## config.mk

```make
export PLATFORM = sky130hd
export DESIGN_NAME = booth_host_sequencer
export DESIGN_NICKNAME = d
export VERILOG_FILES = /design/src/rtl/booth_host_sequencer.sv
export SDC_FILE = /design/constraint.sdc
export NUM_CORES = 1
export LEC_CHECK = 0
export ABC_AREA = 1
export CORE_UTILIZATION = 40
export CTS_BUF_LIST = sky130_fd_sc_hd__clkbuf_16
export DETAILED_ROUTE_END_ITERATION = 7
export MAX_ROUTING_LAYER = met4
export PLACE_DENSITY = 0.81
export SYNTH_ARGS = -nofsm -noshare
export SYNTH_HDL_FRONTEND = slang
export SYNTH_SLANG_ARGS = --single-unit
```

## constraint.sdc

```tcl
create_clock -name clk -period 1.4 [get_ports clk]
set_clock_uncertainty 0.05 [all_clocks]
set_input_delay 0.21 -clock clk [delete_from_list [all_inputs] [get_ports clk]]
set_output_delay 0.21 -clock clk [all_outputs]
set_load 0.05 [all_outputs]
```

## src/rtl/booth_host_sequencer.sv

```systemverilog
// Drives a serial Booth multiplier: send X, send Y, then collect the high and low product halves.
// Latency: start 1 cycle after the op handshake, prod_valid 2 cycles after mul_done; one op at a time, product held until prod_ready.
module booth_host_sequencer #(
    parameter int TIMEOUT = 63
) (
    input  logic        clk,
    input  logic        rst,
    input  logic        op_valid,
    output logic        op_ready,
    input  logic [5:0]  op_x,
    input  logic [5:0]  op_y,
    output logic        prod_valid,
    input  logic        prod_ready,
    output logic [11:0] prod,
    output logic        err,
    output logic        busy,
    output logic        mul_start,
    output logic [5:0]  mul_in,
    input  logic        mul_done,
    input  logic [5:0]  mul_out
);

    typedef enum logic [2:0] {
        IDLE,
        START,
        SEND_X,
        SEND_Y,
        WAIT,
        GET_LO,
        HOLD
    } stateT;

    localparam logic [7:0] timeoutLast = 8'(TIMEOUT - 1);

    stateT       state;
    stateT       stateNxt;
    logic [5:0]  xLat;
    logic [5:0]  yLat;
    logic [11:0] prodReg;
    logic [7:0]  wdCnt;

    always_ff @(posedge clk) begin
        if (rst) begin
            state   <= IDLE;
            xLat    <= 6'h00;
            yLat    <= 6'h00;
            prodReg <= 12'h000;
            wdCnt   <= 8'h00;
        end else begin
            state <= stateNxt;
            if (state == IDLE && op_valid) begin
                xLat <= op_x;
                yLat <= op_y;
            end
            if (state == SEND_Y) begin
                wdCnt <= 8'h00;
            end else if (state == WAIT && !mul_done) begin
                wdCnt <= wdCnt + 8'h01;
            end
            // Product bits pass through untouched; the multiplier owns the arithmetic.
            if (state == WAIT && mul_done) begin
                prodReg[11:6] <= mul_out;
            end
            if (state == GET_LO) begin
                prodReg[5:0] <= mul_out;
            end
        end
    end

    always_comb begin
        stateNxt   = state;
        op_ready   = 1'b0;
        mul_start  = 1'b0;
        mul_in     = 6'h00;
        prod_valid = 1'b0;
        err        = 1'b0;
        case (state)
            IDLE: begin
                op_ready = 1'b1;
                if (op_valid) begin
                    stateNxt = START;
                end
            end
            START: begin
                mul_start = 1'b1;
                stateNxt  = SEND_X;
            end
            SEND_X: begin
                mul_in   = xLat;
                stateNxt = SEND_Y;
            end
            SEND_Y: begin
                mul_in   = yLat;
                stateNxt = WAIT;
            end
            WAIT: begin
                if (mul_done) begin
                    stateNxt = GET_LO;
                end else if (wdCnt == timeoutLast) begin
                    // A reset landing on the abort cycle wins, so no error escapes it.
                    err      = ~rst;
                    stateNxt = IDLE;
                end
            end
            GET_LO: begin
                stateNxt = HOLD;
            end
            HOLD: begin
                prod_valid = 1'b1;
                if (prod_ready) begin
                    stateNxt = IDLE;
                end
            end
            default: begin
                stateNxt = IDLE;
            end
        endcase
    end

    assign busy = (state != IDLE);
    assign prod = prodReg;

endmodule

```

# [Word-level counts from Yosys, hierarchy flattened]
# Cells that the tools add are included.
[word_totals] register_bits=35 output_inout_bits=23 word_cells=38
[op_classes] n_addsub=1 eq_ne=10 n_mux=12 bitwise_logic=1 reduce_logical=8
[ops] op="one-hot mux 3 bit (7 select lines)" n=1
[ops] op="2-to-1 mux 3 bit" n=4
[ops] op="one-hot mux 6 bit (2 select lines)" n=1
[ops] op="== test 3 bit, second input constant" n=3
[ops] op="adder 8 x 1 -> 8 bit, second input constant" n=1
[ops] op="== test 8 x 6 -> 1 bit, second input constant" n=1
[ops] op="== test 3 x 2 -> 1 bit, second input constant" n=2
[ops] op="2-to-1 mux 1 bit" n=6
[ops] op="inequality test 2 bit, second input constant" n=2
[ops] op="== test 3 x 1 -> 1 bit, second input constant" n=1
[ops] op="logical AND 1 bit" n=3
[ops] op="zero test 3 bit" n=1
[ops] op="inequality test 3 x 2 -> 1 bit, second input constant" n=1
[ops] op="AND reduction 3 bit" n=1
[ops] op="nonzero test 3 bit" n=1
[ops] op="OR reduction 2 bit" n=1
[ops] op="zero test 1 bit" n=1
[ops] op="inverter 1 bit" n=1

# [Logic depth before layout (Yosys ltp)]
# Gate-level depths: netlist of run 1.
[logic_depth] word_depth=4 depth_mapped=7

# [Least setup slack after synthesis of run 1]
# OpenSTA, ideal clock, no wires.
[synth_path] kind="reg-to-output" start="reg state[1]" end="out err" arrival_time_ns=1.769 required_time_ns=1.140 path_slack_ns=-0.629 stages_incl_launch_ff=4 n_path_buf=0 cell_sequence="dfxtp_1 > nor2_2 > nand3_2 > nor3_1"
[synth_via] elab_chain_cells=2
[synth_rtl] item="start: declaration" line="35" rtl="stateT state;"
[synth_rtl] item="start signal: assignment" line="50" rtl="state <= stateNxt;"
[synth_rtl] item="== test 3 bit" line="77" rtl="case (state)"
[synth_rtl] item="2-to-1 mux 1 bit" line="77"
[synth_rtl] item="end: declaration" line="15" rtl="output logic err,"
# Every way passes these cells.

# [Worst setup path after layout of run 1]
[layout_path] start="reg state[0]" end="out err"
# The elaborated chain is that of the path after synthesis.

==> qor.txt, run 1 <==
Status - finished, violations left
Failing checks - negative setup slack
EDFF count, synth - 0
Final nets - 311
Total Wirelength - 5.20 mm
Total CTS buffers - 5
Initial antenna violation count - 0
Pleak - 0.00112 uW
Die area - 0.00405 mm^2
Syn. warnings - 0
Ports - 46
CTS tree - done
Register area - 719 um^2
Min-Delay Path Depth - 2
Netlist Area Pre-Place - 0.00152 mm^2
R2r endpoint - prod[8]
Post-DR vias/cell - 5.17
Kind of critical path - reg2out
Layout cell share with drive strength beyond 1 - 34.8%
Top FF cell, synth - dfxtp_1
Synth area leader - dfxtp_1
Antenna diodes - 0
Final setup violation count - 13
Worst Tran Pin Value - 298 ps
Fin. Hold Viols - 0
Syn Area/Cell - 7.23 um^2
H-tree levels - 2
Pre-CTS WS - -157 ps
Via count - 1732
Hold_buf cts - 0
CTS clk-pin slew, worst paths - 50 ps
Multi-input gate area - 797 um^2
Area grow syn2layout - 89.5%
# rows - 22
Post-synth net total - 235
Slew Viols, Final - 0
Total track usage - 27.1%
Final worst setup slack - -184 ps
CP required - 1140 ps
Non-filler instance count after layout - 335
Max VDD drop - 2070 uV
RSZ-0062 raised after global routing - true
Drt wl/cell - 15.5 um
Buffers on Ports - 45
Worst R2R Setup Slack - -10 ps
TritonRoute pass-1 iters - 4
Synth Instances - 210
Crit Path Max Fanout - 5
PD cells - 1690 mW/mm^2
Antenna Nets Post-Route - 0
# fillers - 203
Synth top area share - 46.1%
Final core occ - 78.6%
Largest net degree at the start of global routing - 20
DPL Wire Length - 2.86 mm
Root buffer cell - clkbuf_16
Die Ht - 63.6 um
R2r worst-path depth - 6
CP Launch Type - flop
Commonest cells post-synth - inv_1, dfxtp_1, a21oi_1, o21ai_0, nand2_1
Flops & latches, synth - 35
Clock Latency Late Sink - 290 ps
Total of max-cap violations - 0
Asr flop ratio synth - 0%
Post-synthesis sequential area ratio - 46.1%
Worst hold endpoint - wdCnt[4]
FF-to-FF Start - state[0]
Clk buf depth - 2
Worst hold start - wdCnt[4]
Post-route clock period utilization - 113%
Final GP Congestion - 0.776
Slew HR - 79.9%
Hold/Removal Path Class - reg2reg
Initial Utilization - 41.5%
Fmax - 0.631 GHz
Synth unique cells - 21
Global-route wire length before repair - 7.93 mm
Die Wd - 63.6 um
Final min period - 1580 ps
Cells after DPL - 321
Drt drc - 0
Clk sink count - 35
GRT overflow - 0
Synth top area cells - dfxtp_1, inv_1, a21oi_1
Vias in the first global route - 1781
Setup crit end kind - primary output
Core area - 0.00366 mm^2
Most numerous cell in the Yosys netlist - inv_1
Worst Path Arrival - 1320 ps
DR iter-0 viols - 116
## power by group
part	total [uW]	internal [uW]	switching, uW
combinational	2120	968	1150
sequential	1310	1170	137
clock	1440	1010	430
total	4870	3150	1720
## sequential cells by signal, indices dropped and copies added (netlist names)
signal and cells:
state 3, yLat 6, wdCnt 8, prod 12
xLat 6
## kinds of logic after synthesis
kind of cell             after synthesis  share of synthesized area, %
flip-flops                            35                          46.1
adder cells (fa/ha/maj)                2                          1.65
AND/OR/NAND/NOR                       55                          16.3
AO/OA/AOI/OAI                         66                          22.3
buffers and inverters                 52                          13.6
## cell usage in the layout (no fill, tap or decap), drive strengths merged
master and n:
a31oi 1, dfxtp 35, nand3 13, o21ai 28, ha 2, bufinv 2, o22ai 6, clkbuf 5
a21oi 31, clkdlybuf4s50 22, nand4 1, nor3 2, nand2 27, nor2 12, buf 53, inv 47
## critical path, stage by stage (launching register included)
cell and delay, ps:
dfxtp_4 370, nor2_4 130, buf_6 120, nand3_4 80, nor3_4 160, buf_12 160
## cell type report
class / count / share of cell area, %
timing repair buffer: 75 / 32.4
multi-input combinational: 123 / 27.7
sequential: 35 / 25.0
inverter: 46 / 6.26
clock buffer: 5 / 4.35
clock inverter: 3 / 2.22
tap: 48 / 2.09
## through the flow
| step | cell area [um^2] | TNS (ps) | hold slack (ps) | power (uW) |
|---|---|---|---|---|
| 4_1_cts | 2820 | -953 | 410 | 4740 |
| 6_report | 2880 | -1340 | 406 | 4870 |
| 2_1_floorplan | 1530 | -3440 | 229 | 2140 |
| 3_5_place_dp | 2430 | -878 | 396 | 3000 |
| 5_1_grt | 2880 | -1930 | 431 | 5040 |
| 3_3_place_gp | 2430 | -195 | 389 | 2960 |
## what timing repair did
action	in CTS	in global routing
setup buffers	4	2
pin swaps	6	4
endpoints found under the setup margin	17	30
gates resized for setup	44	12
endpoints found under the hold margin	0	0
## worst max path at each step
| stage | start | endpoint | slack (ps) | cells after the start |
|---|---|---|---|---|
| finish | state[0] | err | -180 | 5 |
| global route | state[0] | err | -230 | 5 |
| CTS | wdCnt[5] | err | -160 | 5 |
| detailed placement | mul_done | wdCnt[6] | -160 | 7 |
| global placement | mul_done | err | -50 | 5 |
| floorplan | state[2] | mul_in[0] | -310 | 3 |
## layer usage
metal  vias up  GRT usage, %  part of all wire (%)
met1       822          24.6                    35
met2        62          48.5                    55
li1        827             -                     -
met5         -             -                     0
met4         0          15.3                   3.8
met3        21          9.42                   5.4
(Power assumes the default switching activity.)
==> run 2: changes to the inputs <==
- CELL_PAD_IN_SITES_DETAIL_PLACEMENT: unset -> 0
- CELL_PAD_IN_SITES_GLOBAL_PLACEMENT: unset -> 1
- CORE_UTILIZATION: 40 -> 35
- PLACE_DENSITY: 0.81 -> 0.95
- clock period: 1.4 -> 2 ns (I/O delays scaled with it)
==> qor.txt, run 2 (synthesis results as in run 1) <==
Total track usage - 17.1% (-9.9 points)
Post-route clock period utilization - 96.1%
TritonRoute pass-1 iters - 4 (unchanged)
H-tree levels - 2 (unchanged)
Clk sink count - 35 (unchanged)
Final min period - 1920 ps
Via count - 1423 (-18%)
Die area - 0.00461 mm^2 (+14%)
# fillers - 409 (+100%)
Most frequent cells in the layout - inv_1, dfxtp_1, clkdlybuf4s50_1
Fin. Hold Viols - 0 (unchanged)
# resized after CTS - 0 (-100%)
Final nets - 282 (-9.3%)
Area grow syn2layout - 46.2%
Max VDD drop - 977 uV (-53%)
Final core occ - 54.3% (-24 points)
Worst Tran Pin Value - 503 ps (+204 ps)
Final setup violation count - 0 (-13)
Total CTS buffers - 5 (unchanged)
Reg power frac - 35.4% (+8.5 points)
Kind of critical path - reg2out
Slew HR - 66.4% (-14 points)
Core area - 0.00409 mm^2 (+12%)
Slowest stage delay, CP - 370 ps (about the same)
Die Wd - 67.9 um (+6.7%)
PD cells - 1110 mW/mm^2 (-35%)
CP required - 1650 ps (+510 ps)
Initial Utilization - 37.2% (-4.3 points)
Crit Path Max Fanout - 8 (+3)
Slew Viols, Final - 0 (unchanged)
Largest register FFs - 12 (unchanged)
Worst path cell trace - inv_2, nand3_1, o22ai_1, buf_12
Vias in the first global route - 1326 (-26%)
R2r worst-path depth - 4 (-2)
Worst Path Arrival - 1570 ps (+250 ps)
Initial antenna violation count - 0 (unchanged)
Root buffer cell - clkbuf_16
Largest net degree at the start of global routing - 26 (+30%)
Hold_buf cts - 0 (unchanged)
Antenna diodes - 0 (unchanged)
Internal - 1550 uW (-51%)
Drt drc - 0 (unchanged)
Multi-input gate area - 617 um^2 (-23%)
CTS clk-pin slew, worst paths - 50 ps (about the same)
P_sw - 908 uW (-47%)
Global-route wire length before repair - 5.58 mm (-30%)
Setup TNS - 0 ps (+1340 ps)
Clk buf depth - 2 (unchanged)
Pleak - 0.000847 uW (-25%)
Commonest non-fill, non-tap cell in the layout - inv_1
Drt wl/cell - 10.8 um (-31%)
Hold/Removal Path Class - reg2reg
Die Ht - 67.9 um (+6.7%)
Sw frac - 36.9% (+1.6 points)
Layout cell share with drive strength beyond 1 - 10.5% (-24 points)
RSZ-0062 raised after global routing - true
Total of max-cap violations - 0 (unchanged)
Post-DR vias/cell - 4.62 (-11%)
Buffers on Ports - 45 (unchanged)
GRT overflow - 0 (unchanged)
Ports - 46 (unchanged)
Clock Latency Late Sink - 280 ps (about the same)
Antenna Nets Post-Route - 0 (unchanged)
Slowest cell on crit path - dfxtp_1
Status - complete, no violations
Combinational share of power - 35.3% (-8.2 points)
CP Launch Type - flop
CTS tree - done
Clock Power Share - 29.2% (-0.4 points)
Min-Delay Path Depth - 2 (unchanged)
DPL Wire Length - 2.45 mm (-14%)
# rows - 23 (+4.5%)
Total Wirelength - 3.32 mm (-36%)
Setup crit end kind - primary output
Setup Buffers After CTS - 0 (-4)
DR iter-0 viols - 63 (-46%)
Hold WS - 391 ps (-14.9 ps)
Final GP Congestion - 0.863 (+11%)
Fmax - 0.520 GHz
Register area - 701 um^2 (-2.6%)
run 2: cell types whose count changed in the layout (fill, tap and decap cells not counted), moves of 4 or more:
cell	previous run	this run
buf_12	24	8
buf_4	25	4
buf_6	4	0
clkdlybuf4s50_1	22	34
dfxtp_1	26	35
dfxtp_2	6	0
inv_1	42	46
nand3_4	4	0
nor2_1	5	10
nor2_4	5	0
o22ai_1	0	6
o22ai_2	5	0
run 2: final timing paths:
check	from	slack, ps	end
max	state[2]	80	mul_in[1]
min	prod[5]	390	prod[5]
max reg2reg	state[1]	560	prod[8]
min reg2reg	prod[5]	390	prod[5]
run 2: final cells by class:
class                   instances  share of cell area [%]
repair buffers                 46                    23.9
clock buffers                   5                    5.63
multi-input cells             123                    27.8
flip-flops and latches         35                    31.5
clock inverters                 3                   0.563
well taps                      50                    2.82
inverters                      46                    7.77
run 2: worst max-delay path: cells and delay by family (launching register included):
family                 cells  cell delay (ps)
AOI/OAI and AO/OA          1              360
and+or+nand+nor            1              270
DFF                        1              370
buffers and inverters      2              290
run 2: power groups by stage:
| stage | Combinational (uW) | Sequential [uW] | Clock (uW) |
|---|---|---|---|
| 3_5_place_dp | 874 | 885 | 0 |
| 3_3_place_gp | 868 | 881 | 0 |
| 6_report | 869 | 871 | 719 |
| 2_1_floorplan | 564 | 921 | 0 |
| 4_1_cts | 879 | 870 | 732 |
| 5_1_grt | 954 | 881 | 752 |
run 2: routing by layer:
metal / global-route usage (%) / vias up / share of wire, %
met1: 19.4 / 617 / 44
li1: - / 767 / -
met5: - / - / 0
met3: 5.33 / 7 / 5.2
met4: 8.33 / 0 / 1.8
met2: 27.4 / 32 / 49
run 2: metrics by stage:
stage / instances / cell area (um^2) / setup slack (ps) / power, uW
final: 308 / 2220 / 77.1 / 2460
after global routing: 308 / 2220 / -42.0 / 2590
after CTS: 308 / 2220 / 78.0 / 2480
after detailed placement: 300 / 2080 / 253 / 1760
after global placement: 300 / 2080 / 274 / 1750
after floorplan: 210 / 1520 / 96.6 / 1490
